--- src/rtl/memory_turn_ctrl_if.sv ---
// Selector/board-side bundle for the memory-game turn sequencer.
// The master side is the selector and board; the slave side is the sequencer.
interface memory_turn_ctrl_if;
   logic       start;
   logic       select;
   logic [3:0] sel_idx;
   logic [3:0] card_val;
   logic       slot_avail;
   logic       player;
   logic [3:0] reveal_a;
   logic [3:0] reveal_b;
   logic [1:0] reveal_en;
   logic       clear_we;
   logic [3:0] clear_idx;
   logic       match;
   logic       timeout;
   logic [7:0] score0;
   logic [7:0] score1;
   logic       game_over;
   logic [1:0] winner;

   modport master (
      output start, select, sel_idx, card_val, slot_avail,
      input  player, reveal_a, reveal_b, reveal_en, clear_we, clear_idx,
      input  match, timeout, score0, score1, game_over, winner
   );

   modport slave (
      input  start, select, sel_idx, card_val, slot_avail,
      output player, reveal_a, reveal_b, reveal_en, clear_we, clear_idx,
      output match, timeout, score0, score1, game_over, winner
   );
endinterface

--- src/rtl/memory_turn_ctrl.sv ---
// Two-player memory-game turn sequencer: accepted 2nd pick -> match pulse +1 cycle, clears at +2/+3.
// No backpressure: selects outside PICK1/PICK2 or failing the pick rules are dropped.
module memory_turn_ctrl #(
   parameter int NUM_CARDS    = 16,
   parameter int SHOW_CYCLES  = 50,
   parameter int TURN_TIMEOUT = 1000
) (
   input  logic              i_clk,
   input  logic              i_rst,
   memory_turn_ctrl_if.slave bus
);
   localparam int TW = $clog2(TURN_TIMEOUT);
   localparam int SW = $clog2(SHOW_CYCLES + 1);
   localparam logic [TW-1:0] TIMER_LAST = TW'(TURN_TIMEOUT - 1);
   localparam logic [SW-1:0] SHOW_LOAD  = SW'(SHOW_CYCLES - 1);
   localparam logic [4:0]    SLOT_LIMIT = 5'(NUM_CARDS);
   localparam logic [3:0]    PAIRS_INIT = 4'(NUM_CARDS / 2);

   typedef enum logic [2:0] {
      S_IDLE, S_PICK1, S_PICK2, S_COMPARE, S_SHOW, S_CLEAR1, S_CLEAR2, S_DONE
   } state_t;

   state_t        r_state;
   logic [TW-1:0] r_timer;
   logic [SW-1:0] r_show_cnt;
   logic [3:0]    r_pairs_left;
   logic [3:0]    r_idx_a, r_idx_b, r_val_a, r_val_b;
   logic          r_player, r_clear_we, r_match, r_timeout, r_game_over;
   logic [1:0]    r_reveal_en, r_winner;
   logic [3:0]    r_clear_idx;
   logic [7:0]    r_score0, r_score1;

   logic       w_sel_ok, w_expire;
   logic [1:0] w_winner;

   assign w_sel_ok = bus.select && bus.slot_avail && ({1'b0, bus.sel_idx} < SLOT_LIMIT);
   assign w_expire = (r_timer == TIMER_LAST);
   assign w_winner = (r_score0 > r_score1) ? 2'b01 :
                     (r_score1 > r_score0) ? 2'b10 : 2'b11;

   always_ff @(posedge i_clk) begin
      if (i_rst) begin
         r_state      <= S_IDLE;
         r_timer      <= '0;
         r_show_cnt   <= '0;
         r_pairs_left <= '0;
         r_idx_a      <= '0;
         r_idx_b      <= '0;
         r_val_a      <= '0;
         r_val_b      <= '0;
         r_player     <= 1'b0;
         r_clear_we   <= 1'b0;
         r_clear_idx  <= '0;
         r_match      <= 1'b0;
         r_timeout    <= 1'b0;
         r_game_over  <= 1'b0;
         r_reveal_en  <= '0;
         r_winner     <= '0;
         r_score0     <= '0;
         r_score1     <= '0;
      end else begin
         r_match    <= 1'b0;
         r_timeout  <= 1'b0;
         r_clear_we <= 1'b0;
         case (r_state)
            S_IDLE, S_DONE: begin
               if (bus.start) begin
                  r_player     <= 1'b0;
                  r_score0     <= '0;
                  r_score1     <= '0;
                  r_pairs_left <= PAIRS_INIT;
                  r_timer      <= '0;
                  r_reveal_en  <= '0;
                  r_game_over  <= 1'b0;
                  r_winner     <= '0;
                  r_state      <= S_PICK1;
               end
            end
            S_PICK1: begin
               if (w_sel_ok) begin
                  r_idx_a     <= bus.sel_idx;
                  r_val_a     <= bus.card_val;
                  r_reveal_en <= 2'b01;
                  r_timer     <= '0;
                  r_state     <= S_PICK2;
               end else if (w_expire) begin
                  r_timeout   <= 1'b1;
                  r_reveal_en <= '0;
                  r_player    <= ~r_player;
                  r_timer     <= '0;
               end else begin
                  r_timer <= r_timer + 1'b1;
               end
            end
            S_PICK2: begin
               if (w_sel_ok && (bus.sel_idx != r_idx_a)) begin
                  r_idx_b     <= bus.sel_idx;
                  r_val_b     <= bus.card_val;
                  r_reveal_en <= 2'b11;
                  r_match     <= (bus.card_val == r_val_a);
                  r_state     <= S_COMPARE;
               end else if (w_expire) begin
                  r_timeout   <= 1'b1;
                  r_reveal_en <= '0;
                  r_player    <= ~r_player;
                  r_timer     <= '0;
                  r_state     <= S_PICK1;
               end else begin
                  r_timer <= r_timer + 1'b1;
               end
            end
            S_COMPARE: begin
               // r_match was computed from the same two values latched in PICK1/PICK2
               if (r_match) begin
                  if (!r_player && r_score0 != 8'hFF) r_score0 <= r_score0 + 8'd1;
                  if (r_player && r_score1 != 8'hFF)  r_score1 <= r_score1 + 8'd1;
                  r_pairs_left <= r_pairs_left - 4'd1;
                  r_clear_we   <= 1'b1;
                  r_clear_idx  <= r_idx_a;
                  r_state      <= S_CLEAR1;
               end else begin
                  r_show_cnt <= SHOW_LOAD;
                  r_state    <= S_SHOW;
               end
            end
            S_SHOW: begin
               if (r_show_cnt == '0) begin
                  r_reveal_en <= '0;
                  r_player    <= ~r_player;
                  r_timer     <= '0;
                  r_state     <= S_PICK1;
               end else begin
                  r_show_cnt <= r_show_cnt - 1'b1;
               end
            end
            S_CLEAR1: begin
               r_clear_we  <= 1'b1;
               r_clear_idx <= r_idx_b;
               r_state     <= S_CLEAR2;
            end
            S_CLEAR2: begin
               r_reveal_en <= '0;
               r_timer     <= '0;
               if (r_pairs_left == '0) begin
                  r_game_over <= 1'b1;
                  r_winner    <= w_winner;
                  r_state     <= S_DONE;
               end else begin
                  r_state <= S_PICK1;
               end
            end
            default: r_state <= S_IDLE;
         endcase
      end
   end

   assign bus.player    = r_player;
   assign bus.reveal_a  = r_idx_a;
   assign bus.reveal_b  = r_idx_b;
   assign bus.reveal_en = r_reveal_en;
   assign bus.clear_we  = r_clear_we;
   assign bus.clear_idx = r_clear_idx;
   assign bus.match     = r_match;
   assign bus.timeout   = r_timeout;
   assign bus.score0    = r_score0;
   assign bus.score1    = r_score1;
   assign bus.game_over = r_game_over;
   assign bus.winner    = r_winner;
endmodule

--- src/flat_wrapper.sv ---
// flat-port wrapper written by rule: the top's interface ports become plain ports
module memory_turn_ctrl_flat 
#(
   parameter int NUM_CARDS    = 16,
   parameter int SHOW_CYCLES  = 50,
   parameter int TURN_TIMEOUT = 1000
)
  (i_clk, i_rst, bus_start, bus_select, bus_sel_idx, bus_card_val, bus_slot_avail, bus_player, bus_reveal_a, bus_reveal_b, bus_reveal_en, bus_clear_we, bus_clear_idx, bus_match, bus_timeout, bus_score0, bus_score1, bus_game_over, bus_winner);
  memory_turn_ctrl_if bus_i ();
  input  logic i_clk;
  input  logic i_rst;
  input wire logic [$bits(bus_i.start)-1:0] bus_start;
  input wire logic [$bits(bus_i.select)-1:0] bus_select;
  input wire logic [$bits(bus_i.sel_idx)-1:0] bus_sel_idx;
  input wire logic [$bits(bus_i.card_val)-1:0] bus_card_val;
  input wire logic [$bits(bus_i.slot_avail)-1:0] bus_slot_avail;
  output wire logic [$bits(bus_i.player)-1:0] bus_player;
  output wire logic [$bits(bus_i.reveal_a)-1:0] bus_reveal_a;
  output wire logic [$bits(bus_i.reveal_b)-1:0] bus_reveal_b;
  output wire logic [$bits(bus_i.reveal_en)-1:0] bus_reveal_en;
  output wire logic [$bits(bus_i.clear_we)-1:0] bus_clear_we;
  output wire logic [$bits(bus_i.clear_idx)-1:0] bus_clear_idx;
  output wire logic [$bits(bus_i.match)-1:0] bus_match;
  output wire logic [$bits(bus_i.timeout)-1:0] bus_timeout;
  output wire logic [$bits(bus_i.score0)-1:0] bus_score0;
  output wire logic [$bits(bus_i.score1)-1:0] bus_score1;
  output wire logic [$bits(bus_i.game_over)-1:0] bus_game_over;
  output wire logic [$bits(bus_i.winner)-1:0] bus_winner;
  assign bus_i.start = bus_start;
  assign bus_i.select = bus_select;
  assign bus_i.sel_idx = bus_sel_idx;
  assign bus_i.card_val = bus_card_val;
  assign bus_i.slot_avail = bus_slot_avail;
  assign bus_player = bus_i.player;
  assign bus_reveal_a = bus_i.reveal_a;
  assign bus_reveal_b = bus_i.reveal_b;
  assign bus_reveal_en = bus_i.reveal_en;
  assign bus_clear_we = bus_i.clear_we;
  assign bus_clear_idx = bus_i.clear_idx;
  assign bus_match = bus_i.match;
  assign bus_timeout = bus_i.timeout;
  assign bus_score0 = bus_i.score0;
  assign bus_score1 = bus_i.score1;
  assign bus_game_over = bus_i.game_over;
  assign bus_winner = bus_i.winner;
  memory_turn_ctrl #(.NUM_CARDS(NUM_CARDS), .SHOW_CYCLES(SHOW_CYCLES), .TURN_TIMEOUT(TURN_TIMEOUT)) u_core (.i_clk(i_clk), .i_rst(i_rst), .bus(bus_i));
endmodule
--- config.mk ---
export PLATFORM = sky130hd
export DESIGN_NAME = memory_turn_ctrl_flat
export DESIGN_NICKNAME = d
export VERILOG_FILES = /design/src/rtl/memory_turn_ctrl_if.sv /design/src/rtl/memory_turn_ctrl.sv /design/src/flat_wrapper.sv
export SDC_FILE = /design/constraint.sdc
export NUM_CORES = 1
export LEC_CHECK = 0
export CAP_MARGIN = 30
export CORE_UTILIZATION = 25
export CTS_CLUSTER_DIAMETER = 60
export DETAILED_ROUTE_END_ITERATION = 10
export HOLD_SLACK_MARGIN = 0.05
export MAX_ROUTING_LAYER = met4
export SLEW_MARGIN = 20
export SYNTH_ARGS = -nofsm -noshare
export SYNTH_HDL_FRONTEND = slang
export SYNTH_SLANG_ARGS = --single-unit
--- constraint.sdc ---
create_clock -name i_clk -period 3.55 [get_ports i_clk]
set_clock_uncertainty 0.1 [all_clocks]
set_input_delay 0.71 -clock i_clk [delete_from_list [all_inputs] [get_ports i_clk]]
set_output_delay 0.71 -clock i_clk [all_outputs]
set_load 0.005 [all_outputs]
==> results.txt <==
The synthesized netlist devotes 17.4% of its cell area to compound gates. For the final-stage net count, the log shows 479. In the finished design, the share of the clock period the worst path needs comes to 79.5%. The routed via count divided by cell count came out at 4.78. Counting cells, the worst reg-to-reg path comes to 6. The dominant combinational cell family by area after synthesis was simple AND/OR/NAND/NOR gates.

The top cell type's share of synthesized area was 38.3%; the share of synthesized registers carrying an async set or reset was 0%. The clock reaches the later pin of the worst-skew pair after 0.33 ns. The tools report the end point of the critical path as u_core.r_state[1]. The synthesized design contains 0 enable-type register cells. The number of buffer cells added on primary ports is 49.

After clock tree synthesis, the clock-pin slew on the worst setup and hold paths is 0.06 ns. The congestion estimate from routability-driven global placement came to 0.857. The multiplexer share of the synthesized area came out at 3.03%. OpenSTA, run right after detailed placement, puts the worst setup slack at 0.513 ns.

The cell seen most often among critical-path stages was o21ai_0. The tightest min-delay check is of the register to register type. Buffers inserted to repair hold after CTS numbered 0. Summing the areas of all and, or, nand and nor instances in the mapped netlist gives 24.6% of the synthesized area. In this run the cell area of the synthesized design comes to 0.00335 sq mm.

Tracing the worst setup path back leads to its startpoint at bus_sel_idx[2]. The fraction of final layout cells with drive strength greater than 1 was 5.26%; the buffering stage count on the worst path with inverters included was 1. TritonCTS built the clock tree.

The placement-stage cell area came out at 0.00398 sq mm. Broken down by cell family, the worst path's largest delay share belongs to compound AO/OA/AOI/OAI gates. The finished layout cell area was 0.00431 sq mm; the signal arrival time at the worst endpoint was 2.98 ns.

For the number of pins exceeding their max-slew limit in the final report, the log shows 0. The cell area power density is 539 mW/mm^2. The tools report the root cell of the clock tree as clkbuf_16. The logs give 1,354 for the number of fill cells and 3.71 ns for the critical path required time.

Once the clock tree was built, the setup fixing pass inserted 0 buffers. Summing the areas of all xor and xnor instances in the mapped netlist gives 6.80% of the synthesized area. The netlist uses 56 different library cells. By area the synthesized netlist is led by dfxtp_1, nor2_1, ha_1. The logs give 0 for the count of final setup violators and 0 for the number of diodes. In this run the number of H-tree levels came out at 3. After legalization and detailed placement, the total HPWL measured 5920 um. No sink is reached through more buffers than the 2 on the longest clock path. The mean routed wirelength per cell is 13.2 um.

In the synthesized netlist, the number of instances is 408. Across the run, the number of max-cap violations was 0. The logs give 2,714 for the via count of the first global-routing pass and 200 for the number of DRC markers in iteration 0. The run gives 0 as the number of antenna violations at the first check in global routing. Pin placement for this block handled 50 I/O pins. For this design the static power due to leakage is 1.56 nW. Number of search-and-repair iterations in the first detailed-routing pass: 4. In the global route stage, overall resource usage came out at 12.5%. Highest fanout seen on the critical path: 3. The worst setup path is of the input port to register kind. The core outline area was 0.0128 sq mm; the logic depth of the worst setup path including buffers was 7. The routed design could run at a clock period as short as 2.82 ns. Once the clock tree was built, the resizer swapped 0 gates to a different size. The worst setup path is launched from an input port. The worst setup path is captured at a register.

The total count of hold-check failures in the final report was 0; the sequential element share of the synthesized area was 38.3%. Based on the critical path, the design can be clocked at up to 354 MHz. The fraction of the mapped netlist area in adder cells works out to 5.23%.

The critical path goes through clkdlybuf4s50_1 > xor2_1 > o41ai_1 > a31oi_1 > o21ai_0 > o21ai_0 > a21oi_1. The highest ir drop seen on vdd is 0.261 mV, and the post-synthesis area per instance is 8.20 sq um. Across all layers, the routed design uses 3,002 vias. The cell with the biggest individual delay on the critical path is o41ai_1. The worst max-slew margin expressed relative to the limit came out at 48.1%.

In this run the remaining antenna-violating nets after routing total 0. From synthesis to final layout, the design area changed by 28.9%. The flow ran to the end, and the final reports show no timing, DRC or antenna violations.

The logs give 8290 um for the routed wire length and 41 for the cell row count. The logs give 0 ns for the total negative slack for setup checks and 0.96 ns for the register-to-register path setup slack. The die extent in y came out at 118 um. Buffers inserted during clock tree synthesis total 9. The clock net in this run drives a total of 64 sinks. In this run the horizontal extent of the chip is 118 um.

The transition time of the tightest slew-check pin was 0.777 ns. The initial cell density of the core is 26.1%. After synthesis the netlist holds a flip-flop and latch count of 64. In the final layout, flip-flops and latches occupy 0.00128 sq mm.

For the first-pass GRT wire length, the log shows 13,400 um. Setup repair after global routing left no endpoint under its margin. The worst register-to-register path begins at u_core.r_state[1].

In the synthesized netlist the dominant register cell turns out to be dfxtp_1. Highest cell delay on the worst timing path: 0.71 ns. Setup slack closes at 0.729 ns. The global-route congestion overflow total is 0. Summing all multi-input logic gate instances after layout gives 0.00191 sq mm. The run gives 0 as the post-detailed-route DRC marker count. Total die area: 0.0139 sq mm.

Yosys printed 0 warnings. Entering global routing, the biggest net connects 45 pins. In this run the critical register-to-register path is captured at u_core.r_show_cnt[5]. The tools report the post-synthesis net count as 435.

The largest total area in the synthesized netlist belongs to dfxtp_1.
-- worst register-to-register path, cell delays in order, from the launching register on --
cell,delay (ns)
dfxtp_1,0.82
and3b_1,0.53
nand2b_1,0.23
a2111oi_2,0.44
nand2_1,0.12
xor2_1,0.14
a21oi_1,0.08
-- sequential cells by signal, summed over array words and instances, names as in the netlist --
register              flops
u_core.bus.reveal_en      2
u_core.bus.clear_we       1
u_core.r_state            3
u_core.bus.reveal_a       4
u_core.bus.game_over      1
u_core.bus.clear_idx      4
u_core.r_timer           10
u_core.r_pairs_left       4
u_core.r_show_cnt         6
u_core.bus.match          1
u_core.bus.player         1
u_core.bus.score1         8
u_core.bus.score0         8
u_core.r_val_a            4
u_core.bus.timeout        1
u_core.bus.reveal_b       4
u_core.bus.winner         2
-- cells in the final DEF, fill, tap and decap left out, types with 10 or more instances in the layout --
cell type / count
o21ai_0: 23
xor2_1: 11
nand2_1: 32
inv_1: 17
dfxtp_1: 64
ha_1: 14
a21oi_1: 29
nand3_1: 24
clkdlybuf4s50_1: 49
xnor2_1: 15
nor3_1: 10
nor2_1: 50
-- per-layer routing --
layer	track usage [%]	wire [um]
met5	-	0
met3	3.10	312
met4	6.33	127
met2	18.0	3840
met1	16.1	4010
-- Yosys cell counts (3+ instances only) --
| library cell | count |
|---|---|
| o211ai_1 | 3 |
| nand2_1 | 32 |
| nand4_1 | 8 |
| ha_1 | 14 |
| dfxtp_1 | 64 |
| clkbuf_1 | 9 |
| nor2_1 | 50 |
| nand3_1 | 24 |
| a311oi_1 | 4 |
| nor3_1 | 10 |
| buf_2 | 6 |
| a31oi_1 | 8 |
| xnor2_1 | 15 |
| inv_1 | 17 |
| o31ai_1 | 6 |
| xor2_1 | 11 |
| mux2i_1 | 9 |
| o21ai_0 | 23 |
| and3_1 | 7 |
| nand2b_1 | 9 |
| nor4_1 | 4 |
| nor2b_1 | 5 |
| and2_1 | 3 |
| a21oi_1 | 29 |
-- how the worst min path moves through the flow --
stage	startpoint	end	slack [ns]	cells after the start
after floorplan	u_core.r_timer[9]	u_core.r_timer[9]	0.32	1
after global placement	u_core.r_timer[9]	u_core.r_timer[9]	0.35	1
after detailed placement	u_core.r_timer[9]	u_core.r_timer[9]	0.35	1
after CTS	u_core.r_timer[9]	u_core.r_timer[9]	0.37	1
after global routing	u_core.r_timer[9]	u_core.r_timer[9]	0.39	1
final	u_core.r_timer[9]	u_core.r_timer[9]	0.36	1
-- power by group --
| part | internal [mW] | switching, mW |
|---|---|---|
| combinational | 0.206 | 0.294 |
| clock | 0.648 | 0.310 |
| sequential | 0.772 | 0.0962 |
| total | 1.63 | 0.700 |
-- through the flow --
stage / util (%) / instances / power, mW / hold slack [ns]
finish: 33.6 / 628 / 2.33 / 0.364
global route: 33.6 / 628 / 2.45 / 0.385
CTS: 33.5 / 627 / 2.34 / 0.365
detailed placement: 31.0 / 612 / 1.38 / 0.350
global placement: 31.0 / 612 / 1.37 / 0.354
floorplan: - / 408 / 1.24 / 0.325
-- layout make-up --
cell class	instances	area share, %
multi-input cells	308	44.3
clock inverters	3	1.51
well taps	172	4.99
repair buffers	52	12.1
clock buffers	12	5.95
inverters	17	1.48
flip-flops and latches	64	29.7
-- kinds of logic (layout without fill, tap and decap cells) --
| group | Yosys count | in the layout |
|---|---|---|
| simple gates | 166 | 166 |
| flops | 64 | 64 |
| xor+xnor | 26 | 26 |
| buf+inv | 36 | 84 |
| compound gates | 92 | 92 |
| mux | 10 | 10 |
| fa+ha+maj | 14 | 14 |
(Power assumes the default switching activity.)
